File: config.mk
export PLATFORM = sky130hd
export DESIGN_NAME = program_loader
export DESIGN_NICKNAME = d
export VERILOG_FILES = /design/src/rtl/cpu8_pkg.sv /design/src/rtl/program_loader.sv
export SDC_FILE = /design/constraint.sdc
export NUM_CORES = 1
export LEC_CHECK = 0
export ABC_AREA = 1
export ABC_CLOCK_PERIOD_IN_PS = 9900
export CORE_ASPECT_RATIO = 1.4
export CORE_UTILIZATION = 37
export CTS_CLUSTER_DIAMETER = 30
export DETAILED_ROUTE_END_ITERATION = 12
export DONT_BUFFER_PORTS = 1
export PLACE_DENSITY = 0.51
export SYNTH_ARGS = -nofsm -noshare
export SYNTH_HDL_FRONTEND = slang
export SYNTH_SLANG_ARGS = --single-unit
export TNS_END_PERCENT = 10
File: constraint.sdc
create_clock -name Clk -period 9.9 [get_ports Clk]
set_input_delay 0.99 -clock Clk [delete_from_list [all_inputs] [get_ports Clk]]
set_output_delay 0.99 -clock Clk [all_outputs]
set_load 0.05 [all_outputs]
File: src/rtl/cpu8_pkg.sv
// Shared definitions for the cpu8 instruction image: field widths, slot packing and
// loader state encoding.
package cpu8_pkg;

    localparam int unsigned DEPTH  = 32;
    localparam int unsigned PTR_W  = 5;
    localparam int unsigned OPC_W  = 3;
    localparam int unsigned ADDR_W = 5;
    localparam int unsigned WORD_W = OPC_W + ADDR_W;
    localparam int unsigned IMG_W  = DEPTH * WORD_W;

    localparam logic [1:0] ST_IDLE = 2'd0;
    localparam logic [1:0] ST_LOAD = 2'd1;
    localparam logic [1:0] ST_DONE = 2'd2;

    // Instruction_Memory slices each slot exactly as this packs it
    function automatic logic [WORD_W-1:0] pack_ins(input logic [OPC_W-1:0]  opc,
                                                   input logic [ADDR_W-1:0] addr);
        return {addr, opc};
    endfunction

endpackage

File: src/rtl/program_loader.sv
// Streams (opcode, address) beats into the packed instruction image and holds the CPU
// while a load is in progress.
module program_loader
    import cpu8_pkg::*;
(
    input  logic                  Clk,
    input  logic                  Reset,
    input  logic                  Start,
    input  logic                  Clear,
    input  logic [PTR_W-1:0]      Base,
    input  logic                  In_valid,
    output logic                  In_ready,
    input  logic [OPC_W-1:0]      In_opcode,
    input  logic [ADDR_W-1:0]     In_address,
    input  logic                  In_last,
    output logic [IMG_W-1:0]      Mem_ins,
    output logic                  Cpu_hold,
    output logic [PTR_W:0]        Load_count,
    output logic                  Done,
    output logic                  Overflow_err
);

    localparam logic [PTR_W:0] LAST_COUNT = (PTR_W+1)'(DEPTH - 1);

    logic [1:0]       state_q, state_d;
    logic [PTR_W-1:0] wr_ptr_q, wr_ptr_d;
    logic [PTR_W:0]   load_count_q, load_count_d;
    logic             done_q, done_d;
    logic             cpu_hold_q, cpu_hold_d;
    logic             overflow_q, overflow_d;
    logic [IMG_W-1:0] mem_q, mem_d;
    logic             in_ready_c;

    assign in_ready_c = (state_q == ST_LOAD);

    // Next-state and datapath update
    always_comb begin
        state_d      = state_q;
        wr_ptr_d     = wr_ptr_q;
        load_count_d = load_count_q;
        done_d       = done_q;
        cpu_hold_d   = cpu_hold_q;
        overflow_d   = overflow_q;
        mem_d        = mem_q;

        case (state_q)
            ST_IDLE, ST_DONE: begin
                if (Start) begin
                    state_d      = ST_LOAD;
                    wr_ptr_d     = Base;
                    load_count_d = '0;
                    done_d       = 1'b0;
                    overflow_d   = 1'b0;
                    cpu_hold_d   = 1'b1;
                    if (Clear) begin
                        mem_d = '0;
                    end
                end
            end
            ST_LOAD: begin
                if (In_valid) begin
                    mem_d[{wr_ptr_q, 3'b000} +: WORD_W] = pack_ins(In_opcode, In_address);
                    wr_ptr_d     = wr_ptr_q + 1'b1;
                    load_count_d = load_count_q + 1'b1;
                    // A full image without In_last still ends the load, flagged as overflow
                    if (In_last || (load_count_q == LAST_COUNT)) begin
                        state_d    = ST_DONE;
                        done_d     = 1'b1;
                        cpu_hold_d = 1'b0;
                        overflow_d = ~In_last;
                    end
                end
            end
            default: begin
                state_d = ST_IDLE;
            end
        endcase
    end

    always_ff @(posedge Clk or posedge Reset) begin
        if (Reset) begin
            state_q      <= ST_IDLE;
            wr_ptr_q     <= '0;
            load_count_q <= '0;
            done_q       <= 1'b0;
            cpu_hold_q   <= 1'b0;
            overflow_q   <= 1'b0;
            mem_q        <= '0;
        end else begin
            state_q      <= state_d;
            wr_ptr_q     <= wr_ptr_d;
            load_count_q <= load_count_d;
            done_q       <= done_d;
            cpu_hold_q   <= cpu_hold_d;
            overflow_q   <= overflow_d;
            mem_q        <= mem_d;
        end
    end

    assign In_ready     = in_ready_c;
    assign Mem_ins      = mem_q;
    assign Cpu_hold     = cpu_hold_q;
    assign Load_count   = load_count_q;
    assign Done         = done_q;
    assign Overflow_err = overflow_q;

endmodule

# Word level (Yosys, flattened, before mapping)
# Cells that the tools add are included.
dict set report op_classes {
  n_addsub 3
  multipliers 0
  div 0
  order_cmp 0
  eq_ne 7
  shift 2
  muxes 26
  bitwise_logic 1
  reduce_logical 8
}
# operator n
set op_table {}
lappend op_table {{2-to-1 mux 256 bit} 3}
lappend op_table {{one-hot mux 256 bit (2 select lines)} 1}
lappend op_table {{bitwise mux 256 bit} 1}
lappend op_table {{variable shift 8 x 10 -> 256 bit (first input constant)} 1}
lappend op_table {{indexed part select 8 x 10 -> 256 bit} 1}
lappend op_table {{2-to-1 mux 6 bit} 2}
lappend op_table {{one-hot mux 6 bit (2 select lines)} 1}
lappend op_table {{2-to-1 mux 5 bit} 2}
lappend op_table {{negator 8 -> 10 bit} 1}
lappend op_table {{one-hot mux 5 bit (2 select lines)} 1}
lappend op_table {{2-to-1 mux 1 bit} 8}
lappend op_table {{AND reduction 4 bit} 2}
lappend op_table {{adder 6 x 1 -> 6 bit (second input constant)} 1}
lappend op_table {{equality test 6 x 5 -> 1 bit (second input constant)} 1}
lappend op_table {{2-to-1 mux 2 bit} 3}
lappend op_table {{inequality test 2 bit (second input constant)} 3}
lappend op_table {{one-hot mux 1 bit (2 select lines)} 3}
lappend op_table {{AND reduction 3 bit} 2}
lappend op_table {{adder 5 x 1 -> 5 bit (second input constant)} 1}
lappend op_table {{one-hot mux 2 bit (2 select lines)} 1}
lappend op_table {{equality test 2 x 1 -> 1 bit (second input constant)} 1}
lappend op_table {{equality test 2 bit (second input constant)} 1}
lappend op_table {{logical NOT 2 bit} 1}
lappend op_table {{inequality test 2 x 1 -> 1 bit (second input constant)} 1}
lappend op_table {{other kinds (4)} 4}
dict set report totals {
  ff_bits 272
  latchBits 0
  ramBits 0
  mem_bits_ro 0
  input_bits 19
  out_inout_bits 266
  memories 0
}

# Logic depth before layout (Yosys ltp)
dict set report logic_depth {
  ltp_word 5
  depth_mapped 12
  depth_no_buf 12
}

# Least setup slack after synthesis
# OpenSTA, ideal clock, no wires.
dict set report synth_path {
  path_type {register to output}
  from {reg state_q[0]}
  to {out In_ready}
  arrival_ns 1.342
  path_slack_ns 7.568
  path_stages_with_launch 5
  path_buffers 2
  cell_sequence {dfrtp_1 > inv_2 > nor2_2 > buf_2 > buf_1}
}
dict set report synth_via {
  elab_chain_cells 1
}
# element line_no
set synth_lines {}
lappend synth_lines {{start, declared} program_loader.sv:25} ;# logic [1:0] state_q, state_d;
lappend synth_lines {{start signal, assigned} program_loader.sv:90} ;# state_q <= state_d;
lappend synth_lines {{equality test 2 x 1 -> 1 bit} program_loader.sv:34} ;# assign in_ready_c = (state_q == ST_LOAD);
lappend synth_lines {{end, declared} program_loader.sv:12} ;# output logic In_ready,
# Every way passes these cells.

# Worst setup path in the final report
dict set report layout_path {
  from {reg wr_ptr_q[0]}
  to {reg mem_q[230] (netlist: Mem_ins[230])}
}
dict set report layout_via {
  elab_chain_cells 5
  word_cells_on_any_way 6
}
# element line_no
set layout_lines {}
lappend layout_lines {{start, declared} program_loader.sv:26} ;# logic [PTR_W-1:0] wr_ptr_q, wr_ptr_d;
lappend layout_lines {{start signal, assigned} program_loader.sv:91} ;# wr_ptr_q <= wr_ptr_d;
lappend layout_lines {{negator 8 -> 10 bit (*)} program_loader.sv:62} ;# mem_d[{wr_ptr_q, 3'b000} +: WORD_W] = pack_ins(In_opcode, In_address);
lappend layout_lines {{indexed part select 8 x 10 -> 256 bit or variable shift 8 x 10 -> 256 bit (tied branches)} program_loader.sv:62}
lappend layout_lines {{bitwise mux 256 bit (*)} program_loader.sv:62}
lappend layout_lines {{2-to-1 mux 256 bit (*)} program_loader.sv:61} ;# if (In_valid) begin
lappend layout_lines {{one-hot mux 256 bit (2 select lines) (*)} program_loader.sv:46} ;# case (state_q)
lappend layout_lines {{end signal, assigned} program_loader.sv:96} ;# mem_q <= mem_d;
lappend layout_lines {{end, declared} program_loader.sv:31} ;# logic [IMG_W-1:0] mem_q, mem_d;
# Mark *: on every way between the ends. The rest lies on a longest branch, timed or not. The select of a mux whose other input is x is not followed.
# A chain may end at the register's enable or synchronous reset.

==> results.py <==
metrics = {
    "synthesis": {
        "syn_avg_cell_area_um2": 8.59,
        "synth_top_area_cell": "dfrtp_1",
        "netlist_top_cells_area": "dfrtp_1 54%, nand2_1 15%, nand3_1 12%, nor2_1 2.3%, o21ai_0 1.8%",
        "synth_edf_count": 0,
        "synth_top_area_frac": 0.540,
        "synth_common_cells": "492 x nand2_1, 311 x nand3_1, 272 x dfrtp_1, 76 x nor2_1, 45 x o21ai_0",
        "synth_area_um2": 12600,
        "synth-seq-area-share": 0.540,
        "syn_inst": 1467,
        "synth-async-reset-ratio": 1.00,
        "yosysMostFrequentCell": "nand2_1",
        "synthFlopType": "dfrtp_1",
        "synth_nets": 1493,
        "synth.distinct_cells": 39,
        "ys_ff_latch": 272,
        "yosys_warnings": 0,
    },
    "die": {
        "dieArea_um2": 34800,
        "die_w_um": 158,
        "io_pins": 285,
        "num_rows": 79,
        "core_area_um2": 33400,
        "start_util": 0.377,
        "die_y_um": 220,
    },
    "pwr": {
        "leakage_nw": 7.51,
        "powerDensity_nw_per_um2": 320,
        "switching_share": 0.430,
        "power_frac_seq": 0.352,
        "pwr-share-clk": 0.394,
        "power_frac_comb": 0.255,
        "power.switching_mw": 2.03,
        "power.internal_mw": 2.69,
        "peakVddDrop_mv": 0.205,
    },
    "cts": {
        "ctsHoldBuffers": 0,
        "clkLatencyLatePin_ps": 550,
        "htreeDepth": 2,
        "post_cts_buffers": 0,
        "ctsLongestPathBuffers": 3,
        "post_cts_resized": 0,
        "cts.sinks": 272,
        "clk_pin_slew_ps": 50,
        "cts_root_buf": "clkbuf_16",
        "cts_buffers": 54,
        "cts_tree": "done",
    },
    "global_routing": {
        "grt_pass1_wl_um": 63500,
        "grt_max_degree": 100,
        "antenna_found_initial": 1,
        "grt_overflow": 0,
        "grt_pass1_vias": 10200,
        "gr-usage-all-layers": 0.244,
    },
    "finish": {
        "utilization": 0.442,
        "final_layout_size_suffix_gt1_frac": 0.120,
        "final_nets": 1489,
        "area_growth_pct": 17.1,
        "num_antenna_cells": 0,
    },
    "setup_path": {
        "cp_top_family": "simple AND/OR/NAND/NOR gates",
        "crit_chain": "inv_2 -> nand2_1 -> nand2_1 -> nand2_1 -> nand3_2 -> nor3_2 -> nand2_1 -> nand2_1",
        "cp.arrival_ps": 3750,
        "path_class": "flip-flop to flip-flop",
        "cp.required_ps": 10390,
        "critPathMaxStageDelay_ps": 770,
        "critPathSlowestCell": "nand2_1",
        "startpoint_type": "flip-flop",
        "crit_buf_inv": 1,
        "end_kind": "flip-flop",
        "critPathMostFrequentCell": "nand2_1",
        "path_max_fanout": 28,
    },
    "sta": {
        "finClkSkew_ps": 11.6,
        "tightest_slew_ps": 1110,
        "fmax_mhz": 307,
        "post-route-period-util": 0.329,
        "setup_viol": 0,
        "relSlewSlack": 0.261,
        "post-route-min-period_ps": 3250,
        "finalHoldViolations": 0,
        "grt_setup_unrepaired": "no",
        "tns_ps": 0,
        "maxSlewViolCount": 0,
    },
    "drt": {
        "drtIter0Drc": 672,
        "routed_wl_um": 42500,
        "detail-route-antenna-nets": 0,
        "avgViaCountPerCell": 5.26,
        "drt-pass1-iter-count": 5,
        "wl_per_cell_um": 21.8,
        "drc": 0,
        "num_vias": 10200,
    },
    "run": {
        "maxCapViolations": 0,
    },
    "placed_design": {
        "numPortBuffers": 0,
        "routabilityCongestion": 0.808,
        "dp_hpwl_um": 28700,
    },
    "status": {
        "outcome": "finished, final reports clean",
    },
    "hold_path": {
        "hp-class": "input pin to async pin",
    },
}
[path summary, 6_finish.rpt]
kind	depth (start not counted)	to	slack [ps]	from
max in group asynchronous	3	Mem_ins[56]	7440	Reset
setup reg to reg	8	Mem_ins[230]	6650	wr_ptr_q[0]
hold reg to reg	2	state_q[1]	580	state_q[1]
min in group Clk	2	Mem_ins[133]	560	In_address[2]
hold / removal	1	Mem_ins[3]	340	Reset
setup / recovery	8	Mem_ins[230]	6650	wr_ptr_q[0]
[area by class of cell]
cell class	instances	area, µm²
flip-flops and latches	272	6810
inverters	53	211
clock buffers	68	1500
well taps	445	557
fillers	3370	18700
multi-input cells	1074	5260
repair buffers	8	60.1
clock inverters	28	360
[power by group through the flow]
stage                     clock network [mW]  logic (mW)  registers, mW
final                                   1.86        1.20           1.66
after global routing                    1.93        1.31           1.67
after CTS                               1.88        1.21           1.66
after detailed placement                   0        1.20           1.68
after global placement                     0        1.19           1.68
after floorplan                            0       0.935           1.63
[layout by cell type, fill, tap and decap left out, types with 7 or more instances in the layout]
cell type and count:
clkbuf_8 7, ha_1 7, nor3_1 28, nor2_1 76, nand3_2 16, nand2_1 492
nor2_4 15, buf_4 8, clkbuf_16 55, inv_1 42, clkinv_2 13, nand3_4 9
nand4_1 21, nand3_1 310, bufinv_16 8, nor3_4 10, dfrtp_1 272, nor2_2 8
o21ai_0 45
[routing by layer]
layer  GRT usage  vias to the layer above  wire length [µm]  share of wire
met3      0.0691                       96              3270          0.077
met5           0                        -                13        0.00031
met4      0.0990                        2              1500          0.035
li1            -                     4854                 -              -
met2       0.417                      343             21300           0.50
met1       0.288                     4952             16400           0.39
[per-stage QoR]
step	worst slack, ps	power (mW)	cell area [µm²]	hold WS [ps]	cells
final	6650	4.72	14800	341	1948
after global routing	6400	4.91	14800	388	1948
after CTS	6610	4.75	14800	360	1948
after detailed placement	6630	2.88	12900	527	1852
after global placement	6740	2.87	12900	517	1852
after floorplan	1410	2.57	12600	495	1467
[state kept, by name, indices dropped and copies added, names as in the netlist]
register / flops
Done: 1
Load_count: 6
Overflow_err: 1
Mem_ins: 256
wr_ptr_q: 5
state_q: 2
Cpu_hold: 1
[cells by family after synthesis]
logic type | count (synthesis) | share of synthesized area
flops | 272 | 0.540
buf+inv | 121 | 0.0432
simple gates | 1004 | 0.382
compound gates | 62 | 0.0272
mux | 1 | 0.000794
fa+ha+maj | 7 | 0.00695
Note: power is estimated with default switching activity, not from simulation.
